===== src/rtl/mock_memory_arb.sv =====
// Multi-port mock memory: round-robin arbitration onto one shared word array,
// with a programmable grant-to-completion delay and error responses for out-of-range accesses.
module mock_memory_arb #(
    parameter int                    NUM_PORTS  = 2,
    parameter int                    DEPTH      = 16,
    parameter int                    DATA_WIDTH = 32,
    parameter int                    ADDR_WIDTH = 32,
    parameter logic [DATA_WIDTH-1:0] INIT_BASE  = DATA_WIDTH'(32'hDEAD0000)
) (
    input  logic                                  clk_i,
    input  logic                                  rst_i,
    input  logic [31:0]                           delay_i,
    input  logic [NUM_PORTS-1:0]                  req_i,
    input  logic [NUM_PORTS-1:0][ADDR_WIDTH-1:0]  addr_i,
    input  logic [NUM_PORTS-1:0]                  wen_i,
    input  logic [NUM_PORTS-1:0][DATA_WIDTH-1:0]  wdata_i,
    input  logic [NUM_PORTS-1:0][DATA_WIDTH/8-1:0] be_i,
    output logic [NUM_PORTS-1:0][DATA_WIDTH-1:0]  rdata_o,
    output logic [NUM_PORTS-1:0]                  ready_o,
    output logic [NUM_PORTS-1:0]                  err_o,
    output logic                                  busy_o
);
    localparam int NB  = DATA_WIDTH / 8;
    localparam int OFF = (NB > 1) ? $clog2(NB) : 0;
    localparam int IW  = ADDR_WIDTH - OFF;
    localparam int MW  = (DEPTH > 1) ? $clog2(DEPTH) : 1;
    localparam int PW  = (NUM_PORTS > 1) ? $clog2(NUM_PORTS) : 1;

    typedef enum logic {IDLE, BUSY} state_t;

    state_t                          state_q, state_d;
    logic [PW-1:0]                   owner_q, owner_d;
    logic [PW-1:0]                   rr_ptr_q, rr_ptr_d;
    logic [31:0]                     cnt_q, cnt_d;
    logic [DEPTH-1:0][DATA_WIDTH-1:0] mem_q;

    logic                  any_req;
    logic [PW-1:0]         win;
    logic                  comp_vld;
    logic [PW-1:0]         comp_port;
    logic [IW-1:0]         sel_idx;
    logic                  sel_wen;
    logic [DATA_WIDTH-1:0] sel_wdata;
    logic [NB-1:0]         sel_be;
    logic                  in_range;
    logic [DATA_WIDTH-1:0] rd_word;
    logic                  wr_en;

    function automatic logic [PW-1:0] next_port(input logic [PW-1:0] p);
        return (int'(p) == NUM_PORTS - 1) ? '0 : p + 1'b1;
    endfunction

    // First requester at or after rr_ptr, wrapping around.
    always_comb begin
        int j;
        any_req = 1'b0;
        win     = '0;
        j       = 0;
        for (int i = 0; i < NUM_PORTS; i++) begin
            j = int'(rr_ptr_q) + i;
            if (j >= NUM_PORTS) j = j - NUM_PORTS;
            if (!any_req && req_i[j]) begin
                any_req = 1'b1;
                win     = PW'(j);
            end
        end
    end

    always_comb begin
        state_d   = state_q;
        owner_d   = owner_q;
        cnt_d     = cnt_q;
        rr_ptr_d  = rr_ptr_q;
        comp_vld  = 1'b0;
        comp_port = owner_q;
        case (state_q)
            IDLE: begin
                if (any_req) begin
                    if (delay_i == 32'd0) begin
                        comp_vld  = 1'b1;
                        comp_port = win;
                        rr_ptr_d  = next_port(win);
                    end else begin
                        state_d = BUSY;
                        owner_d = win;
                        cnt_d   = 32'd1;
                    end
                end
            end
            BUSY: begin
                if (!req_i[owner_q]) begin
                    state_d = IDLE;
                    cnt_d   = 32'd0;
                end else if (cnt_q >= delay_i) begin
                    comp_vld  = 1'b1;
                    comp_port = owner_q;
                    state_d   = IDLE;
                    cnt_d     = 32'd0;
                    rr_ptr_d  = next_port(owner_q);
                end else begin
                    cnt_d = cnt_q + 32'd1;
                end
            end
            default: state_d = IDLE;
        endcase
    end

    // Request fields are taken from the completing port in the completion cycle.
    assign sel_idx   = addr_i[comp_port][ADDR_WIDTH-1:OFF];
    assign sel_wen   = wen_i[comp_port];
    assign sel_wdata = wdata_i[comp_port];
    assign sel_be    = be_i[comp_port];
    assign in_range  = ({1'b0, sel_idx} < (IW+1)'(DEPTH));
    assign rd_word   = mem_q[sel_idx[MW-1:0]];
    assign wr_en     = comp_vld && in_range && sel_wen && !rst_i;
    assign busy_o    = (state_q == BUSY) && !rst_i;

    for (genvar p = 0; p < NUM_PORTS; p++) begin : g_port
        assign ready_o[p] = comp_vld && (comp_port == PW'(p)) && !rst_i;
        assign err_o[p]   = ready_o[p] && !in_range;
        assign rdata_o[p] = (ready_o[p] && in_range && !sel_wen) ? rd_word : '0;
    end

    always_ff @(posedge clk_i) begin
        if (rst_i) begin
            state_q  <= IDLE;
            owner_q  <= '0;
            cnt_q    <= '0;
            rr_ptr_q <= '0;
            for (int i = 0; i < DEPTH; i++) begin
                mem_q[i] <= INIT_BASE + DATA_WIDTH'(i);
            end
        end else begin
            state_q  <= state_d;
            owner_q  <= owner_d;
            cnt_q    <= cnt_d;
            rr_ptr_q <= rr_ptr_d;
            if (wr_en) begin
                for (int k = 0; k < NB; k++) begin
                    if (sel_be[k]) mem_q[sel_idx[MW-1:0]][k*8 +: 8] <= sel_wdata[k*8 +: 8];
                end
            end
        end
    end
endmodule


===== config.mk =====
export PLATFORM = sky130hd
export DESIGN_NAME = mock_memory_arb
export DESIGN_NICKNAME = d
export VERILOG_FILES = /design/src/rtl/mock_memory_arb.sv
export SDC_FILE = /design/constraint.sdc
export NUM_CORES = 1
export LEC_CHECK = 0
export BUFFER_PORTS_ARGS = -buffer_cell sky130_fd_sc_hd__clkbuf_2
export CORE_MARGIN = 3
export CORE_UTILIZATION = 45
export CTS_BUF_LIST = sky130_fd_sc_hd__clkbuf_2 sky130_fd_sc_hd__clkbuf_4 sky130_fd_sc_hd__clkbuf_8
export DETAILED_ROUTE_END_ITERATION = 6
export GPL_TIMING_DRIVEN = 0
export PLACE_DENSITY = 0.68
export SLEW_MARGIN = 20
export SYNTH_ARGS = -nofsm -noshare
export SYNTH_HDL_FRONTEND = slang
export SYNTH_SLANG_ARGS = --single-unit

===== constraint.sdc =====
create_clock -name clk_i -period 4.37 [get_ports clk_i]
set_input_delay 0.874 -clock clk_i [delete_from_list [all_inputs] [get_ports clk_i]]
set_output_delay 0.874 -clock clk_i [all_outputs]
set_load 0.005 [all_outputs]

==> Word-level counts from Yosys, hierarchy flattened <==
Index checks and enable logic that the tools add are counted.
{ "word_totals": {"register_bits": 547, "output_inout_bits": 69, "elab_cells": 141} }
{ "op_classes": {"addsub": 6, "order_cmp": 10, "n_eq_ne": 5, "mux": 73, "n_bitwise": 3, "reduce_logical": 24} }
{ "op_table": {"columns": ["operator", "count"], "rows": [
  ["$mux W512", 10],
  ["$bwmux W512", 4],
  ["$demux W32 S4", 4],
  ["$mux W32", 14],
  ["$bmux W32 S4", 1],
  ["$lt A32 B3 Y1 const B", 2],
  ["$pmux W32 S2", 1],
  ["$add A32 B1 Y32 const B", 1],
  ["$ge A32 B32 Y1", 1],
  ["$logic_not A32 Y1", 1],
  ["$lt A30 B5 Y1 const B", 1],
  ["$mux W1", 30],
  ["$mux W24", 1],
  ["$logic_and A1 B1 Y1", 16],
  ["$mux W16", 1],
  ["$mux W4", 2],
  ["$mux W8", 1],
  ["$pmux W1 S2", 4],
  ["$ne A2 B2 Y1 const B", 3],
  ["$lt A4 B5 Y1 const B", 1],
  ["$ge A4 B1 Y1 const B", 1],
  ["$logic_not A1 Y1", 4],
  ["$lt A1 B2 Y1 const B", 2],
  ["$ne A2 B1 Y1 const B", 2],
  ["10 further kinds", 13]
]} }

==> Longest topological paths before layout <==
{ "depth": {"depth_word": 32, "depth_mapped": 13, "mapped_depth_nobuf": 9} }

==> Worst setup path after synthesis <==
Ideal clock, no wire load.
{ "synth_timing": {"path_kind": "input-to-output", "startpoint": "input delay_i[17]", "endpoint": "output rdata_o[10] (netlist bit)", "arrival_ps": 3361, "slack_ps": 135, "cell_stages": 9, "path_cell_list": "nor4_1 nand4_2 o31ai_1 nand2_1 buf_2 nor4_1 o211ai_1 clkbuf_1 a31oi_1"} }
{ "synth_rtl": {"columns": ["item", "line_no", "rtl"], "rows": [
  ["start, declared", "12", "input logic [31:0] delay_i,"],
  ["end, declared", "18", "output logic [NUM_PORTS-1:0][DATA_WIDTH-1:0] rdata_o,"]
]} }

==> flow_summary.toml <==
[power_and_ir_drop]
p_leak_nw = 15.8
peakVddDrop_uv = 227
powerDensity_nw_per_um2 = 336

[floorplanning]
row_count = 90
coreArea_um2 = 60500
die_area_um2 = 64200
io_pins = 243
start_util_pct = 45.6
die_x_um = 253
die_h_um = 253

[synthesis]
netlist_area_um2 = 27500
synth-seq-cells = 547
synth_fp_nets = 3229
yosysSeqAreaShare_pct = 39.8
synth-async-reset-ratio_pct = 0
synth-edff-count = 0
ys.flop_type = "dfxtp_1"
synth_top_area_share_pct = 39.8
synthCells = 3022
synth_warnings = 0
yosys.area.top_type = "dfxtp_1"
avgSynthCellArea_um2 = 9.11
synth_cell_types = 65
synthTopCellsByArea = "dfxtp_1, mux2i_1, nand2_1, a22o_1, o211ai_1"

[layout]
most-common-layout-cells = "dfxtp_1, mux2i_1, nand2_1, clkbuf_2, nor2_1"
area_delta_synth_final_pct = 23.8
nFillCells = 5301
multi_input_area_um2 = 16300
register_area_um2 = 11000
fin_util_pct = 56.4
drive_gt1_share_pct = 25.1
stdcell_area_um2 = 34100
layout_commonest_cell = "dfxtp_1"
layout.nets = 3605

[grt]
grt_pass1_wl_mm = 166
antenna_found_initial = 1
grt_overflow = 0
grt_max_degree = 24
grt_pass1_vias = 25861
grt.total_usage_pct = 34.4

[worst_hold_path]
min_to = "mem_q[264]"
hold_class = "reg2reg"
min_from = "mem_q[264]"
holdPathStages = 2

[worst_setup_path]
r2r_cells = 11
worstPathRequired_ns = 3.50
timing.rr.end = "mem_q[94]"
crit_path_top_delay_cell = "o31ai_2"
critPathMostFrequentCell = "clkbuf_2"
cp-end-kind = "output port"
worst-path-buf-inv = 4
cp_top_family = "compound AO/OA/AOI/OAI gates"
critical_path.max_fanout = 10
slowest_delay_ns = 0.42
path_cells = "clkbuf_2 > nor4_4 > nand4_2 > buf_6 > o31ai_2 > nand2_2 > clkbuf_4 > a22o_1 > o21ai_2 > a31oi_2 > clkbuf_2"
critical_path_arrival_ns = 3.71
path_class = "in2out"
start_kind = "input port"
r2r_start = "cnt_q[15]"
rrSetupSlack_ns = 0.55

[drt]
ant_nets = 0
drt-initial-drc-count = 3088
dr_total_vias = 26912
drc = 2
wl_mm = 114
wl_per_cell_um = 26.7
first_pass_iters = 7
viasPerCell = 6.32

[placement]
dpl_worst_slack_ns = -1.94
placed_area_um2 = 29700
portBuffers = 236
dpl.hpwl_mm = 80.4
place.gp.congestion = 1.02

[clock_tree]
clkSlewWorstSetupHoldPaths_ns = 0.06
cts_sinks = 547
clkLatencyLatePin_ns = 0.74
cts_made_buffers = 94
clk_path_buf_depth = 3
root_buffer = "clkbuf_8"
cts_tree = "done"
holdBufCountCts = 0
cts.htree.levels = 3

[timing]
period_needed_ns = 4.58
finalCritPeriodShare_pct = 105
worst_pin_slew_ns = 1.18
tns_ns = -8.83
hold_viol = 0
fmax_mhz = 218
fin_skew_ns = 0.0561
holdWs_ns = 0.459
slew_violations = 0
max_slew_margin_pct = 21.3
rsz0062_at_grt = "true"
setup_viol = 64
fin_ws_ns = -0.211

[status]
violations = "design-rule violations, negative setup slack"
outcome = "finished with violations"

[flow_run]
timing.max_cap.violations = 0
[worst max path at each step]
stage / start / to / slack (ns) / cells past startpoint
after global routing: delay_i[23] / rdata_o[33] / -0.25 / 14
after CTS: delay_i[26] / rdata_o[22] / -0.13 / 12
after global placement: delay_i[23] / rdata_o[22] / -1.87 / 10
after floorplan: delay_i[17] / rdata_o[10] / 0.13 / 9
final: delay_i[23] / rdata_o[52] / -0.21 / 11
after detailed placement: delay_i[23] / rdata_o[22] / -1.94 / 10
[state kept, by name (all words and copies together) (netlist names)]
signal,cells
cnt_q,32
mem_q,512
owner_q,1
rr_ptr_q,1
state_q,1
[synth_stat cells (6+ instances only)]
master,instances
a21o_1,9
a21oi_1,29
a22o_1,126
a22oi_1,31
a31oi_1,77
and3_1,15
buf_1,21
buf_2,19
buf_4,6
clkbuf_1,220
dfxtp_1,547
ha_1,33
inv_1,113
mux2_2,24
mux2i_1,527
nand2_1,389
nand3_1,20
nand3b_1,7
nand4_1,12
nor2_1,232
nor2b_1,9
nor3_1,18
nor4_1,32
o2111ai_1,67
o2111ai_2,59
o211ai_1,141
o21ai_0,137
o22ai_1,6
o31ai_1,7
or2_2,6
xnor2_1,7
[cells by family (layout without fill, tap and decap cells)]
| family | Yosys count | count (layout) | synth area share (%) |
|---|---|---|---|
| adder cells (fa/ha/maj) | 33 | 33 | 1.50 |
| AND/OR/NAND/NOR | 775 | 775 | 12.2 |
| multiplexers | 551 | 551 | 20.1 |
| other | 0 | 1 | 0 |
| XOR/XNOR | 12 | 12 | 0.382 |
| flip-flops | 547 | 547 | 39.8 |
| AO/OA/AOI/OAI | 722 | 722 | 20.6 |
| buffers and inverters | 382 | 834 | 5.46 |
[timing repair]
item                                    CTS  global route
resized for setup                       464            52
endpoints found under the hold margin     0             0
setup buffers                            43             5
pin swaps                                53            22
endpoints found under the setup margin   68            68
cloned                                    4             1
[per-layer routing]
| layer | up-vias | GRT usage (%) | part of all wire, % |
|---|---|---|---|
| met2 | 1707 | 51.6 | 43 |
| met5 | - | 0 | 0 |
| met1 | 12942 | 43.8 | 39 |
| li1 | 11791 | - | - |
| met3 | 472 | 9.35 | 11 |
| met4 | 0 | 21.7 | 7.3 |
[report_power, final]
part / internal (W) / total (W) / switching [W]
registers: 0.00499 / 0.00499 / 0.00000367
clock network: 0.00288 / 0.00519 / 0.00231
logic: 0.000363 / 0.00128 / 0.000917
[layout make-up]
| class | instances | share of cell area, % |
|---|---|---|
| Inverter | 113 | 1.24 |
| Antenna cell | 1 | 0.00734 |
| Sequential cell | 547 | 32.2 |
| Clock inverter | 16 | 0.389 |
| Clock buffer | 156 | 5.80 |
| Timing Repair Buffer | 289 | 4.89 |
| Buffer | 260 | 4.75 |
| Multi-Input combinational cell | 2093 | 47.9 |
| Tap cell | 782 | 2.87 |
[worst min-delay path, cell delays in order, from the launching register on]
cell and delay (ns):
dfxtp_1 0.31, nand2_1 0.05, mux2i_1 0.05
[through the flow]
step	power, W	cells
detailed placement	0.00615	4040
floorplan	0.00564	3022
finish	0.0115	4257
global route	0.0117	4257
global placement	0.00614	4040
CTS	0.0113	4251
No activity file was read; power rests on OpenSTA's default activity.
